==> src/rtl/io_bus_master_if.sv <==
// io_bus_master_if: CPU request/response and IO bus signals of io_bus_master.
// master = initiator view (CPU inputs in, bus cycle out); slave = CPU + bus decoder.
interface io_bus_master_if #(
  parameter int ADDR_W = 16
);
  logic              cpu_req;
  logic              cpu_we;
  logic [ADDR_W-1:0] cpu_addr;
  logic [1:0]        cpu_size;
  logic              cpu_sext;
  logic [31:0]       cpu_wdata;
  logic              cpu_busy;
  logic              cpu_done;
  logic              cpu_err;
  logic [31:0]       cpu_rdata;
  logic [ADDR_W-3:0] bus_adr;
  logic              bus_we;
  logic [31:0]       bus_wdata;
  logic [31:0]       bus_spo;

  modport master (
    input  cpu_req, cpu_we, cpu_addr,
    input  cpu_size, cpu_sext, cpu_wdata,
    output cpu_busy, cpu_done, cpu_err,
    output cpu_rdata,
    output bus_adr, bus_we, bus_wdata,
    input  bus_spo
  );

  modport slave (
    output cpu_req, cpu_we, cpu_addr,
    output cpu_size, cpu_sext, cpu_wdata,
    input  cpu_busy, cpu_done, cpu_err,
    input  cpu_rdata,
    input  bus_adr, bus_we, bus_wdata,
    output bus_spo
  );
endinterface

==> src/rtl/io_bus_master.sv <==
// io_bus_master: turns one CPU load/store into word-wide IO bus cycles.
// Ports: clk, rst (sync, active-high), bus (io_bus_master_if.master).
// Macro IO_BUS_MASTER_SUBWORD_EN enables byte/half loads and RMW stores;
// without it only word accesses are accepted, others return cpu_err.
module io_bus_master #(
  parameter int ADDR_W = 16
) (
  input  logic           clk,
  input  logic           rst,
  io_bus_master_if.master bus
);

  localparam logic [1:0] S_IDLE = 2'd0;
  localparam logic [1:0] S_RD   = 2'd1;
  localparam logic [1:0] S_WR   = 2'd2;
  localparam logic [1:0] S_RESP = 2'd3;

  logic [1:0]        state;
  logic              r_we;
  logic [ADDR_W-3:0] r_adr;
  logic [31:0]       r_wdata;
  logic              r_err;
  logic [31:0]       rdata;
  logic              bad;
  logic [31:0]       ld_val;
  logic [31:0]       wr_word;

`ifdef IO_BUS_MASTER_SUBWORD_EN
  logic [1:0]  r_lane;
  logic [1:0]  r_size;
  logic        r_sext;
  logic [31:0] rd_word;
  logic [31:0] sh;

  always_comb begin
    bad = 1'b0;
    unique case (bus.cpu_size)
      2'b00:   bad = 1'b0;
      2'b01:   bad = bus.cpu_addr[0];
      2'b10:   bad = |bus.cpu_addr[1:0];
      default: bad = 1'b1;
    endcase
  end

  // Lane data right-aligned; legal halves have lane bit 0 clear.
  assign sh = bus.bus_spo >> {r_lane, 3'b000};

  always_comb begin
    ld_val = bus.bus_spo;
    unique case (r_size)
      2'b00:   ld_val = {{24{r_sext & sh[7]}}, sh[7:0]};
      2'b01:   ld_val = {{16{r_sext & sh[15]}}, sh[15:0]};
      default: ld_val = bus.bus_spo;
    endcase
  end

  always_comb begin
    wr_word = rd_word;
    unique case (r_size)
      2'b00:   wr_word[{r_lane, 3'b000} +: 8] = r_wdata[7:0];
      2'b01:   wr_word[{r_lane[1], 4'b0000} +: 16] = r_wdata[15:0];
      default: wr_word = r_wdata;
    endcase
  end
`else
  logic unused_sext;

  assign unused_sext = bus.cpu_sext;
  assign bad    = (bus.cpu_size != 2'b10) | (|bus.cpu_addr[1:0]);
  assign ld_val = bus.bus_spo;
  assign wr_word = r_wdata;
`endif

  always_ff @(posedge clk) begin
    if (rst) begin
      state   <= S_IDLE;
      r_we    <= 1'b0;
      r_adr   <= '0;
      r_wdata <= '0;
      r_err   <= 1'b0;
      rdata   <= '0;
`ifdef IO_BUS_MASTER_SUBWORD_EN
      r_lane  <= '0;
      r_size  <= '0;
      r_sext  <= 1'b0;
      rd_word <= '0;
`endif
    end else begin
      case (state)
        S_IDLE: begin
          if (bus.cpu_req) begin
            r_we    <= bus.cpu_we;
            r_adr   <= bus.cpu_addr[ADDR_W-1:2];
            r_wdata <= bus.cpu_wdata;
            r_err   <= bad;
`ifdef IO_BUS_MASTER_SUBWORD_EN
            r_lane  <= bus.cpu_addr[1:0];
            r_size  <= bus.cpu_size;
            r_sext  <= bus.cpu_sext;
`endif
            if (bad)
              state <= S_RESP;
            else if (bus.cpu_we && bus.cpu_size == 2'b10)
              state <= S_WR;
            else
              state <= S_RD;
          end
        end
        S_RD: begin
`ifdef IO_BUS_MASTER_SUBWORD_EN
          rd_word <= bus.bus_spo;
`endif
          if (r_we) begin
            state <= S_WR;
          end else begin
            rdata <= ld_val;
            state <= S_RESP;
          end
        end
        S_WR:    state <= S_RESP;
        default: state <= S_IDLE;
      endcase
    end
  end

  // A write landing in a reset cycle must not reach the bus.
  assign bus.bus_we    = (state == S_WR) & ~rst;
  assign bus.bus_wdata = bus.bus_we ? wr_word : '0;
  assign bus.bus_adr   = r_adr;
  assign bus.cpu_busy  = (state != S_IDLE);
  assign bus.cpu_done  = (state == S_RESP);
  assign bus.cpu_err   = (state == S_RESP) & r_err;
  assign bus.cpu_rdata = rdata;

endmodule

==> src/flat_wrapper.sv <==
// flat-port wrapper written by rule: the top's interface ports become plain ports
module io_bus_master_flat 
#(
  parameter int ADDR_W = 16
)
  (clk, rst, bus_cpu_req, bus_cpu_we, bus_cpu_addr, bus_cpu_size, bus_cpu_sext, bus_cpu_wdata, bus_cpu_busy, bus_cpu_done, bus_cpu_err, bus_cpu_rdata, bus_bus_adr, bus_bus_we, bus_bus_wdata, bus_bus_spo);
  io_bus_master_if #(.ADDR_W(ADDR_W)) bus_i ();
  input  logic clk;
  input  logic rst;
  input wire logic [$bits(bus_i.cpu_req)-1:0] bus_cpu_req;
  input wire logic [$bits(bus_i.cpu_we)-1:0] bus_cpu_we;
  input wire logic [$bits(bus_i.cpu_addr)-1:0] bus_cpu_addr;
  input wire logic [$bits(bus_i.cpu_size)-1:0] bus_cpu_size;
  input wire logic [$bits(bus_i.cpu_sext)-1:0] bus_cpu_sext;
  input wire logic [$bits(bus_i.cpu_wdata)-1:0] bus_cpu_wdata;
  output wire logic [$bits(bus_i.cpu_busy)-1:0] bus_cpu_busy;
  output wire logic [$bits(bus_i.cpu_done)-1:0] bus_cpu_done;
  output wire logic [$bits(bus_i.cpu_err)-1:0] bus_cpu_err;
  output wire logic [$bits(bus_i.cpu_rdata)-1:0] bus_cpu_rdata;
  output wire logic [$bits(bus_i.bus_adr)-1:0] bus_bus_adr;
  output wire logic [$bits(bus_i.bus_we)-1:0] bus_bus_we;
  output wire logic [$bits(bus_i.bus_wdata)-1:0] bus_bus_wdata;
  input wire logic [$bits(bus_i.bus_spo)-1:0] bus_bus_spo;
  assign bus_i.cpu_req = bus_cpu_req;
  assign bus_i.cpu_we = bus_cpu_we;
  assign bus_i.cpu_addr = bus_cpu_addr;
  assign bus_i.cpu_size = bus_cpu_size;
  assign bus_i.cpu_sext = bus_cpu_sext;
  assign bus_i.cpu_wdata = bus_cpu_wdata;
  assign bus_cpu_busy = bus_i.cpu_busy;
  assign bus_cpu_done = bus_i.cpu_done;
  assign bus_cpu_err = bus_i.cpu_err;
  assign bus_cpu_rdata = bus_i.cpu_rdata;
  assign bus_bus_adr = bus_i.bus_adr;
  assign bus_bus_we = bus_i.bus_we;
  assign bus_bus_wdata = bus_i.bus_wdata;
  assign bus_i.bus_spo = bus_bus_spo;
  io_bus_master #(.ADDR_W(ADDR_W)) u_core (.clk(clk), .rst(rst), .bus(bus_i));
endmodule
==> config.mk <==
export PLATFORM = sky130hd
export DESIGN_NAME = io_bus_master_flat
export DESIGN_NICKNAME = d
export VERILOG_FILES = /design/src/rtl/io_bus_master_if.sv /design/src/rtl/io_bus_master.sv /design/src/flat_wrapper.sv
export SDC_FILE = /design/constraint.sdc
export NUM_CORES = 1
export LEC_CHECK = 0
export BUFFER_PORTS_ARGS = -buffer_cell sky130_fd_sc_hd__buf_2
export CORE_MARGIN = 8
export CORE_UTILIZATION = 32
export DETAILED_ROUTE_END_ITERATION = 7
export PLACE_DENSITY = 0.57
export SYNTH_ARGS = -nofsm -noshare
export SYNTH_HDL_FRONTEND = slang
export SYNTH_SLANG_ARGS = --single-unit
==> constraint.sdc <==
create_clock -name clk -period 2 [get_ports clk]
set_input_delay 0.1 -clock clk [delete_from_list [all_inputs] [get_ports clk]]
set_output_delay 0.1 -clock clk [all_outputs]
set_load 0.01 [all_outputs]
==> summary.md <==
Yosys mapped the design onto 21 distinct sky130hd cell types. Setup violations remaining at the end of the flow were counted as 0. By startpoint and endpoint, the worst setup path is classified as reg2out. The run gives 1410 um2 as the total area of multi-input combinational cells.

For this configuration, the core starts out at a cell density of 33.0%. The run finished with clean final reports. Across every metal layer, demand over resource in global routing totals 15.7%.

The tools report the final layout net count as 731. For the initial antenna violation count, the log shows 2. The tools report the hold violation total from the final report as 0.

After clock tree synthesis, the clock-pin slew on the worst setup and hold paths is 0.08 ns. Layout overhead on the synthesized area: 58.2%. The tools report the post-route cell area as 5100 um2.

The number of nets still failing antenna checks after routing came out at 0. After synthesis, the cell types taking the most area are sky130_fd_sc_hd__dfxtp_1, sky130_fd_sc_hd__nand2_1, sky130_fd_sc_hd__a21oi_1, sky130_fd_sc_hd__and2_1, sky130_fd_sc_hd__a21oi_2. TritonCTS built the clock tree.

At the end of routability-driven placement, the weighted congestion stood at 0.739. STA classifies the critical path endpoint as a primary output. The synthesized design spends more area on one cell type than any other, namely sky130_fd_sc_hd__dfxtp_1. Number of global-route vias before repair: 3539.

The prevailing post-synth register cell was sky130_fd_sc_hd__dfxtp_1. Counting the fill cells in the layout gives 952. The critical path data arrival time is 1.69 ns, and the height of the chip is 116 um. The total overflow left after global routing is 0.

The share of the synthesized area in the top cell type works out to 50.9%. The stage delay of the slowest cell on the critical path is 0.39 ns, and the relative slew slack is 38.0%. IR analysis of the VDD net gives a maximum drop of 441 uV. The core region is 9770 um2. The placed instances occupy a cell area of 4110 um2.

For this run, the detailed router's first-pass iteration total came to 6. Summing all flip-flop and latch instances after layout gives 1640 um2. Type of the tightest min-delay check: in2reg. The maximum count of clock buffers along a single path was 2; the H-tree depth was 3.

The signal on the critical path passes through inv_1, ha_1, inv_1, nor2_1, buf_4, and2_1, buf_2. The area of the mapped netlist was 3230 um2. Sequential cells were found to cover 50.9% of the synthesized design area. STA classifies the critical path startpoint as a flip-flop. Measured along the x axis, the die boundary spans 116 um. After layout, the worst path uses 89.6% of the clock period. The logs give 169 for the number of primary I/O pins and 409 for the synthesized instance count. The largest fanout on the critical path is 33, and the number of maximum-capacitance constraint violations is 0. Cells fill 52.2% of the core in the end.

The first global-routing pass estimated 16900 um of wire. After detailed routing, the number of remaining DRC violations is 0. The cell at the root of the clock tree was sky130_fd_sc_hd__clkbuf_8. The Yosys step of the flow raised 0 warnings. At the later pin of the worst-skew pair, clock insertion delay measures 0.34 ns. Including well taps, the total number of placed cells is 683.

Broken down by cell family, the worst path's largest delay share belongs to buffers and inverters. Number of pins with negative max-slew slack in the final report: 0. The via count is 3411, and the overall die area is 13500 um2. The total power divided by cell area is 1020 nW/um2, and the hold slack is 0.103 ns.

OpenSTA, run right after detailed placement, puts the worst setup slack at 0.00834 ns. Post-detailed-route via-to-cell ratio: 4.38. After detailed routing, the average wire length per cell comes to 13.7 um. The worst path setup slack after routing came out at 0.208 ns. Entering global routing, the biggest net connects 83 pins. The share of post-route cells with drive strength above 1 was 31.3%. For the buffers inserted during post-CTS setup optimization, the log shows 0. The tree built by TritonCTS fans out to 82 sinks.

The most frequent cell on the critical path was sky130_fd_sc_hd__inv_1. The tools report the total routed wirelength as 10600 um. Derived from the worst setup path, the maximum achievable clock frequency is 0.558 GHz. The final total negative setup slack was 0 ns. The first routing iteration left 194 violations.

Most repeated cell in the gate-level netlist after synthesis: sky130_fd_sc_hd__nand2_1. The largest individual stage delay along the critical path comes from the cell sky130_fd_sc_hd__dfxtp_1. Port buffering added 167 buffers. Setup repair after global routing left no endpoint under its margin. The synthesis-stage register bit count is 82, and the share of flip-flops with an asynchronous set or reset is 0%.

The tools report the data required time of the critical path as 1.90 ns. The tools report the synthesized net count as 500. The run gives 36 as the number of placement rows. The routed design could run at a clock period as short as 1.79 ns.

The total power draw is 5.21 mW, and the leakage power is 2.35 nW. The number of buffers added by the clock tree synthesis step is 9. The number of enable-type register cells in the synthesized netlist was 0. The detailed-placement wirelength estimate came out at 6710 um. Slew at the pin with the worst max-slew slack: 0.930 ns. For this run, the number of standard cells in the final layout without fillers is 779. In the synthesized netlist, the cells that appear most often are sky130_fd_sc_hd__nand2_1, sky130_fd_sc_hd__dfxtp_1, sky130_fd_sc_hd__a21oi_1.

Across the routed clock network, the largest skew measured is 0.0106 ns. Counting both buffers and inverters, the worst setup path holds a total of 4. A synthesized cell averages 7.89 um2.
-- routing by layer --
layer / routed length, um / part of all wire [%] / vias up / track usage, %
li1: - / - / 1756 / -
met1: 4340 / 41 / 1518 / 17.1
met2: 5280 / 50 / 109 / 27.4
met3: 686 / 6.4 / 26 / 3.77
met4: 326 / 3.1 / 2 / 8.90
met5: 13 / 0.12 / - / 0
-- area by class of cell --
cell class / instances / area share [%]
diodes: 1 / 0.0490
clock buffers: 13 / 3.31
clock inverters: 3 / 0.441
inverters: 4 / 0.294
multi-input cells: 292 / 27.6
flip-flops and latches: 82 / 32.2
well taps: 133 / 3.26
repair buffers: 251 / 32.9
-- worst reg2reg max path, cell delays in order, from the launching register on --
cell and delay (ns):
sky130_fd_sc_hd__dfxtp_1 0.35, sky130_fd_sc_hd__inv_1 0.09, sky130_fd_sc_hd__ha_1 0.24, sky130_fd_sc_hd__and2_4 0.52
sky130_fd_sc_hd__nor2_1 0.10, sky130_fd_sc_hd__a211oi_1 0.20
-- worst paths after layout --
path / endpoint / startpoint / cells after the start / slack, ns
max: bus_bus_wdata[29] / u_core.state[0]$_SDFFE_PP0P_ / 7 / 0.21
max reg2reg: u_core.r_err$_SDFFE_PP0P_ / u_core.state[0]$_SDFFE_PP0P_ / 5 / 0.40
min reg2reg: u_core.r_wdata[29]$_SDFFE_PP0P_ / u_core.r_wdata[29]$_SDFFE_PP0P_ / 2 / 0.45
min: u_core.state[1]$_SDFFE_PP0P_ / bus_cpu_req / 4 / 0.10
-- cells in the final DEF (no fill, tap or decap), types with 4 or more instances in the layout --
cell	n
sky130_fd_sc_hd__buf_4	4
sky130_fd_sc_hd__inv_1	4
sky130_fd_sc_hd__nand2_1	158
sky130_fd_sc_hd__a21oi_2	10
sky130_fd_sc_hd__a21oi_1	70
sky130_fd_sc_hd__ha_1	4
sky130_fd_sc_hd__dlygate4sd3_1	79
sky130_fd_sc_hd__clkbuf_8	12
sky130_fd_sc_hd__buf_2	167
sky130_fd_sc_hd__dfxtp_1	82
sky130_fd_sc_hd__and2_1	33
-- power by group --
part / internal (mW) / switching, mW / total (mW)
combinational: 0.767 / 1.14 / 1.91
clock: 0.554 / 0.599 / 1.15
sequential: 1.99 / 0.166 / 2.15
total: 3.31 / 1.90 / 5.21
-- state kept, by name, summed over array words and instances, names as in the netlist --
register	flops
u_core.bus.cpu_rdata	32
u_core.r_wdata	32
u_core.bus.bus_adr	14
u_core.state	2
u_core.r_err	1
u_core.r_we	1
-- cells by family (layout without fill, tap and decap cells) --
logic type | after synthesis | after routing | synth area share [%]
AND/OR/NAND/NOR | 203 | 203 | 27.0
AO/OA/AOI/OAI | 85 | 85 | 14.9
flip-flops | 82 | 82 | 50.9
buffers and inverters | 35 | 271 | 5.74
adder cells (fa/ha/maj) | 4 | 4 | 1.55
other | 0 | 1 | 0
-- repair_timing --
action	in CTS	in global routing
hold buffers	79	0
gates resized for setup	1	1
endpoints found under the hold margin	79	0
endpoints found under the setup margin	1	48
Power figures use the tool's default switching activity.
